===== src/rtl/transmissor_16.sv =====
// UART transmitter: sends a 2*N_BITS word as two back-to-back frames, high half first.
// Define TRANSMISSOR_16_STOP2_EN for two stop bits per frame (default is one).
module transmissor_16 #(
    parameter int BAUD_RATE = 115200,
    parameter int CLOCK_HZ  = 50_000_000,
    parameter int N_BITS    = 8,
    parameter int PARITY    = 1
) (
    input  logic                  clock,
    input  logic                  reset,
    input  logic                  partida,
    input  logic [2*N_BITS-1:0]   data_in,
    output logic                  tx_serial,
    output logic                  ocupado,
    output logic                  pronto
);

    localparam int T = CLOCK_HZ / BAUD_RATE;
`ifdef TRANSMISSOR_16_STOP2_EN
    localparam int STOP_BITS = 2;
`else
    localparam int STOP_BITS = 1;
`endif
    localparam int PAR_BITS  = (PARITY != 0) ? 1 : 0;
    localparam int FRAME_LEN = 1 + N_BITS + PAR_BITS + STOP_BITS;
    localparam int BAUD_W    = $clog2(T + 1);
    localparam int BIT_W     = $clog2(FRAME_LEN + 1);

    localparam logic [BAUD_W-1:0] BAUD_LAST   = BAUD_W'(T - 1);
    localparam logic [BAUD_W-1:0] BAUD_PENULT = BAUD_W'(T - 2);
    localparam logic [BIT_W-1:0]  BIT_LAST    = BIT_W'(FRAME_LEN - 1);

    typedef enum logic [1:0] {INICIAL, ALTO, BAIXO, FINAL} state_t;

    function automatic logic parity_bit(input logic [N_BITS-1:0] d);
        return (PARITY == 2) ? ~^d : ^d;
    endfunction

    // Whole frame in transmit order, bit 0 goes on the line first.
    function automatic logic [FRAME_LEN-1:0] build_frame(input logic [N_BITS-1:0] d);
        logic [FRAME_LEN-1:0] f;
        f           = '1;
        f[0]        = 1'b0;
        f[N_BITS:1] = d;
        if (PAR_BITS != 0)
            f[N_BITS+1] = parity_bit(d);
        return f;
    endfunction

    state_t               state;
    logic [BAUD_W-1:0]    baud_cnt;
    logic [BIT_W-1:0]     bit_cnt;
    logic [FRAME_LEN-1:0] shreg;
    logic [N_BITS-1:0]    low_half;

    logic [FRAME_LEN-1:0] frame_hi;
    logic [FRAME_LEN-1:0] frame_lo;
    logic                 accept;
    logic                 bit_end;
    logic                 frame_end;
    logic                 last_cycle;

    assign frame_hi  = build_frame(data_in[2*N_BITS-1:N_BITS]);
    assign frame_lo  = build_frame(low_half);
    assign accept    = ((state == INICIAL) || (state == FINAL)) && partida;
    assign bit_end   = (baud_cnt == BAUD_LAST);
    assign frame_end = bit_end && (bit_cnt == BIT_LAST);
    // The final cycle of the low stop bit is spent in FINAL, so BAIXO leaves one cycle early.
    assign last_cycle = (state == BAIXO) && (bit_cnt == BIT_LAST) && (baud_cnt == BAUD_PENULT);

    always_ff @(posedge clock) begin
        if (reset) begin
            state     <= INICIAL;
            baud_cnt  <= '0;
            bit_cnt   <= '0;
            tx_serial <= 1'b1;
            ocupado   <= 1'b0;
            pronto    <= 1'b0;
        end else begin
            unique case (state)
                INICIAL, FINAL: begin
                    pronto   <= 1'b0;
                    baud_cnt <= '0;
                    bit_cnt  <= '0;
                    if (partida) begin
                        state     <= ALTO;
                        tx_serial <= 1'b0;
                        ocupado   <= 1'b1;
                    end else begin
                        state     <= INICIAL;
                        tx_serial <= 1'b1;
                        ocupado   <= 1'b0;
                    end
                end
                ALTO: begin
                    if (bit_end) begin
                        baud_cnt <= '0;
                        if (bit_cnt == BIT_LAST) begin
                            state     <= BAIXO;
                            bit_cnt   <= '0;
                            tx_serial <= 1'b0;
                        end else begin
                            bit_cnt   <= bit_cnt + BIT_W'(1);
                            tx_serial <= shreg[0];
                        end
                    end else begin
                        baud_cnt <= baud_cnt + BAUD_W'(1);
                    end
                end
                BAIXO: begin
                    if (last_cycle) begin
                        state     <= FINAL;
                        baud_cnt  <= '0;
                        bit_cnt   <= '0;
                        tx_serial <= 1'b1;
                        ocupado   <= 1'b0;
                        pronto    <= 1'b1;
                    end else if (bit_end) begin
                        baud_cnt  <= '0;
                        bit_cnt   <= bit_cnt + BIT_W'(1);
                        tx_serial <= shreg[0];
                    end else begin
                        baud_cnt <= baud_cnt + BAUD_W'(1);
                    end
                end
                default: state <= INICIAL;
            endcase
        end
    end

    // Shift register holds the bits still to be sent; shifted-in ones pad the stop level.
    always_ff @(posedge clock) begin
        if (accept) begin
            shreg    <= {1'b1, frame_hi[FRAME_LEN-1:1]};
            low_half <= data_in[N_BITS-1:0];
        end else if ((state == ALTO) && frame_end) begin
            shreg <= {1'b1, frame_lo[FRAME_LEN-1:1]};
        end else if (((state == ALTO) || (state == BAIXO)) && bit_end) begin
            shreg <= {1'b1, shreg[FRAME_LEN-1:1]};
        end
    end

endmodule


===== config.mk =====
export PLATFORM = sky130hd
export DESIGN_NAME = transmissor_16
export DESIGN_NICKNAME = d
export VERILOG_FILES = /design/src/rtl/transmissor_16.sv
export SDC_FILE = /design/constraint.sdc
export NUM_CORES = 1
export LEC_CHECK = 0
export ABC_AREA = 1
export BUFFER_PORTS_ARGS = -buffer_cell sky130_fd_sc_hd__buf_2
export CAP_MARGIN = 0
export CORE_MARGIN = 3
export CORE_UTILIZATION = 55
export DETAILED_ROUTE_END_ITERATION = 6
export PLACE_DENSITY_LB_ADDON = 0.08
export SLEW_MARGIN = 15
export SYNTH_ARGS = -nofsm -noshare
export SYNTH_HDL_FRONTEND = slang
export SYNTH_SLANG_ARGS = --single-unit

===== constraint.sdc =====
create_clock -name clock -period 2.55 [get_ports clock]
set_input_delay 0.3825 -clock clock [delete_from_list [all_inputs] [get_ports clock]]
set_output_delay 0.3825 -clock clock [all_outputs]
set_load 0.01 [all_outputs]

==> impl_metrics.env, run 1 <==
export IMPL_rows=20
export IMPL_drt_iter0_markers=91
export IMPL_synth_area_sq_um=1850
export IMPL_synth_seq_cells=35
export IMPL_slew_viol_final=0
export IMPL_cts_made_buffers=5
export IMPL_timing_setup_tns_ns=0
export IMPL_hold_viol=0
export IMPL_fmax_mhz=505
export IMPL_syn_nets=242
export IMPL_hold_ws_ns=0.213
export IMPL_cp_start_kind="flip-flop"
export IMPL_grt_max_degree=20
export IMPL_path_max_fanout=19
export IMPL_avgRoutedWirePerCell_um=11.3
export IMPL_avgSynthCellArea_sq_um=8.58
export IMPL_first_pass_iters=4
export IMPL_initial_core_util_pct=59.3
export IMPL_yosys_warnings=0
export IMPL_path_class="reg2reg"
export IMPL_tightest_slew_ns=0.750
export IMPL_power_density_nw_per_um2=950
export IMPL_total_power_uw=1990
export IMPL_grt_pass1_wl_mm=5.99
export IMPL_clock_sinks=35
export IMPL_cts_hold_buf=0
export IMPL_synth_flop_cell="dfxtp_1"
export IMPL_clock_skew_ns=0.0125
export IMPL_ant_nets=0
export IMPL_avgViaCountPerCell=4.82
export IMPL_synth_distinct_cells=24
export IMPL_place_hpwl_mm=2.51
export IMPL_htree_levels=2
export IMPL_layout_nets=270
export IMPL_io_buffers=21
export IMPL_die_area_sq_um=4100
export IMPL_final_setup_worst_slack_ns=0.568
export IMPL_peakVddDrop_uv=534
export IMPL_cts_resized_gates=0
export IMPL_grt_pass1_vias=1400
export IMPL_area_growth_pct=12.9
export IMPL_netlist_top_cells_count="60 x nand2_1, 27 x nor2_1, 20 x inv_1, 19 x nand3_1, 18 x dfxtp_1"
export IMPL_drive_gt1_share_pct=18.8
export IMPL_gp_congestion=0.838
export IMPL_cp_required_ns=2.66
export IMPL_cp_end_kind="flip-flop"
export IMPL_cts_root_buf="clkbuf_4"
export IMPL_antenna_cells=0
export IMPL_seq_area_frac_synth_pct=47.0
export IMPL_ys_async_sr_fraction_pct=0
export IMPL_clk_latency_ns=0.34
export IMPL_yosys_area_top_type_share_pct=27.5
export IMPL_synth_area_leader_cell="edfxtp_1"
export IMPL_finalSetupViolations=0
export IMPL_die_h_um=64.1
export IMPL_track_usage_pct=18.8
export IMPL_core_sq_um=3130
export IMPL_synth_most_common_cell="nand2_1"
export IMPL_drt_wl_total_mm=3.26
export IMPL_path_clk_slew_ns=0.11
export IMPL_die_w_um=64.1
export IMPL_max_cap_violations=0
export IMPL_cts_tree="done"
export IMPL_io_pin_count=22
export IMPL_clockBufferDepth=2
export IMPL_via_count=1392
export IMPL_overflow=0
export IMPL_hold_class="in2reg"
export IMPL_outcome="complete, no violations"
export IMPL_fin_crit_ns=1.98
export IMPL_worstPathArrival_ns=2.09
export IMPL_drc=0
export IMPL_slew_headroom_pct=49.6
export IMPL_power_leakage_uw=0.000899
export IMPL_synth_edf_count=17
export IMPL_rsz0062_at_grt="no"
export IMPL_synthTopCellsByArea="edfxtp_1 28%, dfxtp_1 19%, nand2_1 12%"
export IMPL_period_share_pct=77.7
export IMPL_antenna_found_initial=0
export IMPL_synthCells=216
export IMPL_postCtsSetupBuffers=0
export IMPL_dp_slack_ns=0.313
-- logic make-up after synthesis --
group / after synthesis / share of synthesized area (%)
AOI/OAI and AO/OA: 6 / 1.75
xor gates and xnor gates: 22 / 10.4
adders and majority gates: 7 / 4.72
buffers and inverters: 24 / 5.06
DFF: 35 / 47.0
and+or+nand+nor: 122 / 31.1
-- final cells by class --
cell class | instances | area [sq um]
Clock buffer | 5 | 37.5
Clock inverter | 3 | 38.8
Fill cell | 260 | 1030
Inverter | 23 | 88.8
Multi-Input combinational cell | 157 | 890
Sequential cell | 35 | 871
Tap cell | 44 | 55.1
Timing Repair Buffer | 22 | 113
-- placed cells by master (no fill, tap or decap), drive strengths merged, types with 2 or more instances in the layout --
cell type	count
buf	22
ha	7
clkinv	3
xor2	10
xnor2	12
nand2	65
nand3	24
nor2	31
a21oi	3
inv	22
edfxtp	17
dfxtp	18
clkbuf	5
o21ai	2
-- per-stage QoR --
| step | instance area, sq um | utilization (%) | std cells |
|---|---|---|---|
| after floorplan | 1850 | - | 216 |
| after global placement | 2020 | 64.5 | 281 |
| after detailed placement | 2020 | 64.5 | 281 |
| after CTS | 2090 | 66.9 | 289 |
| after global routing | 2090 | 66.9 | 289 |
| final | 2090 | 66.9 | 289 |
-- path summary, 6_finish.rpt --
check / to / slack (ns) / cells past startpoint / start
setup / recovery: shreg[4]$_DFFE_PP_ / 0.57 / 7 / state[0]$_SDFFE_PP0P_
hold / removal: ocupado$_SDFFE_PP0P_ / 0.21 / 2 / reset
setup reg to reg: shreg[4]$_DFFE_PP_ / 0.57 / 7 / state[0]$_SDFFE_PP0P_
hold reg to reg: ocupado$_SDFFE_PP0P_ / 0.48 / 2 / ocupado$_SDFFE_PP0P_
-- power breakdown --
| part | total, uW | switching, uW | internal [uW] |
|---|---|---|---|
| combinational | 747 | 473 | 274 |
| clock | 386 | 184 | 201 |
| sequential | 855 | 77.8 | 777 |
-- layer usage --
layer / part of all wire, % / global-route usage, %
met5: 0 / 0
met4: 1.6 / 6.74
met3: 5.0 / 5.45
met2: 47 / 29.5
met1: 47 / 24.5
-- state kept, by name, indices dropped and copies added, names as in the netlist --
register   cells
baud_cnt       9
shreg          9
low_half       8
bit_cnt        4
state          2
ocupado        1
pronto         1
tx_serial      1
-- worst max-delay path, cell delays in order (launching register included) --
cell,delay [ns]
dfxtp_1,0.36
inv_1,0.06
ha_1,0.37
nand2_1,0.12
inv_1,0.52
nor2_4,0.13
nand2_1,0.12
nand3_1,0.07
No activity file was read; power rests on OpenSTA's default activity.
==> run 2: changes to the inputs <==
--- a/config.mk
+++ b/config.mk
@@ -9,7 +9,7 @@
 export BUFFER_PORTS_ARGS = -buffer_cell sky130_fd_sc_hd__buf_2
 export CAP_MARGIN = 0
 export CORE_MARGIN = 3
-export CORE_UTILIZATION = 55
+export CORE_UTILIZATION = 52
 export DETAILED_ROUTE_END_ITERATION = 6
 export PLACE_DENSITY_LB_ADDON = 0.08
 export SLEW_MARGIN = 15
==> constraint.sdc (replaced) <==
create_clock -name clock -period 1.8 [get_ports clock]
set_input_delay 0.27 -clock clock [delete_from_list [all_inputs] [get_ports clock]]
set_output_delay 0.27 -clock clock [all_outputs]
set_load 0.01 [all_outputs]
==> impl_metrics.env, run 2 (synthesis results as in run 1) <==
export IMPL_cp_required_ns=1.88
export IMPL_max_cap_violations=0
export IMPL_die_w_um=65.7
export IMPL_slowest_delay_ns=0.35
export IMPL_cp_end_kind="flip-flop"
export IMPL_track_usage_pct=16.3
export IMPL_place_hpwl_mm=2.39
export IMPL_grt_pass1_vias=1235
export IMPL_ant_nets=0
export IMPL_slew_viol_final=0
export IMPL_outcome="complete, no violations"
export IMPL_overflow=0
export IMPL_rows=21
export IMPL_rsz0062_at_grt="no"
export IMPL_slew_headroom_pct=78.9
export IMPL_first_pass_iters=4
export IMPL_avgRoutedWirePerCell_um=10.7
export IMPL_clk_latency_ns=0.35
export IMPL_drt_wl_total_mm=3.17
export IMPL_clock_skew_ns=0.0133
export IMPL_path_class="reg2reg"
export IMPL_tightest_slew_ns=0.315
export IMPL_reg_top3="baud_cnt: 9 flops, shreg: 9 flops, low_half: 8 flops"
export IMPL_grt_pass1_wl_mm=5.36
export IMPL_die_h_um=65.7
export IMPL_final_common_cell="nand2_1"
export IMPL_finalSetupViolations=0
export IMPL_power_leakage_uw=0.000926
export IMPL_layout_nets=275
export IMPL_via_count=1372
export IMPL_worstPathArrival_ns=1.72
export IMPL_hold_viol=0
export IMPL_io_buffers=21
export IMPL_path_common_cell="nand3_2"
export IMPL_core_sq_um=3390
export IMPL_power_density_nw_per_um2=1370
export IMPL_grt_max_degree=18
export IMPL_avgViaCountPerCell=4.64
export IMPL_fin_crit_ns=1.64
export IMPL_antenna_found_initial=0
export IMPL_cts_tree="done"
export IMPL_cp_start_kind="flip-flop"
export IMPL_cts_made_buffers=5
export IMPL_die_area_sq_um=4320
export IMPL_path_clk_slew_ns=0.12
export IMPL_drt_iter0_markers=116
export IMPL_cp_slowest_cell="dfxtp_1"
export IMPL_clock_sinks=35
export IMPL_area_growth_pct=15.3
export IMPL_timing_setup_tns_ns=0
export IMPL_ff2ff_setup_slack_ns=0.16
export IMPL_drive_gt1_share_pct=20.8
export IMPL_htree_levels=2
export IMPL_total_power_uw=2920
export IMPL_initial_core_util_pct=54.7
export IMPL_cts_root_buf="clkbuf_4"
export IMPL_clockBufferDepth=2
export IMPL_io_pin_count=22
export IMPL_antenna_cells=0
export IMPL_crit_chain="inv_1 -> ha_1 -> nand3_2 -> nor3_2 -> nand3_2 -> nand2_1 -> inv_2 -> o21ai_2 -> buf_2"
export IMPL_final_cell_mix="60 x nand2_1, 27 x nor2_1, 22 x buf_2, 20 x inv_1, 19 x nand3_1"
export IMPL_gp_congestion=0.794
export IMPL_path_max_fanout=9
export IMPL_drc=0
export IMPL_fmax_mhz=610
export IMPL_hold_ws_ns=0.0905
export IMPL_peakVddDrop_uv=740
export IMPL_period_share_pct=91.1
export IMPL_hold_class="in2reg"
-- run 2: cell types whose count changed in the layout (fill, tap and decap cells not counted) --
cell / delta
inv_6: +1
clkinv_2: -1
o21ai_2: +1
o21ai_1: -1
buf_4: +4
buf_2: +1
-- run 2: critical path, delay by kind of cell, from the launching register on --
kind / cells / cell delay (ns)
fa+ha+maj: 1 / 0.16
flops: 1 / 0.35
simple gates: 4 / 0.44
buf+inv: 3 / 0.35
compound gates: 1 / 0.07
-- run 2: repair_timing --
item,in CTS,in global routing
setup buffers,0,0
hold buffers,0,0
setup endpoints to repair,0,9
resized for setup,0,2
-- run 2: metal layers --
metal,share of wire [%],global-route usage (%)
met1,52,22.9
met2,43,23.2
met3,3.1,5.13
met4,1.5,6.48
met5,0,0
-- run 2: where the power goes --
part | switching [uW] | internal, uW
logic | 695 | 448
clock network | 273 | 293
registers | 116 | 1100
-- run 2: worst paths after layout --
check             cells after the start               startpoint                   end
setup / recovery                      9  bit_cnt[0]$_SDFFE_PP0P_    shreg[0]$_DFFE_PP_
hold reg to reg                       2     ocupado$_SDFFE_PP0P_  ocupado$_SDFFE_PP0P_
setup reg to reg                      9  bit_cnt[0]$_SDFFE_PP0P_    shreg[0]$_DFFE_PP_
hold / removal                        2                    reset  ocupado$_SDFFE_PP0P_
-- run 2: through the flow --
stage	util [%]	setup WS [ns]	instances	cell area (sq um)
5_1_grt	63.1	0.0310	296	2140
3_3_place_gp	60.5	0.166	287	2050
4_1_cts	62.8	0.136	295	2130
3_5_place_dp	60.5	0.131	287	2050
2_1_floorplan	-	0.0458	216	1850
6_report	63.1	0.160	296	2140
-- run 2: layout make-up --
class                      instances  area, sq um
tap                               46         57.6
inverter                          23         88.8
sequential                        35          871
multi-input combinational        157          893
timing repair buffer              27          148
clock inverter                     3         42.5
fill                             296         1250
clock buffer                       5         37.5
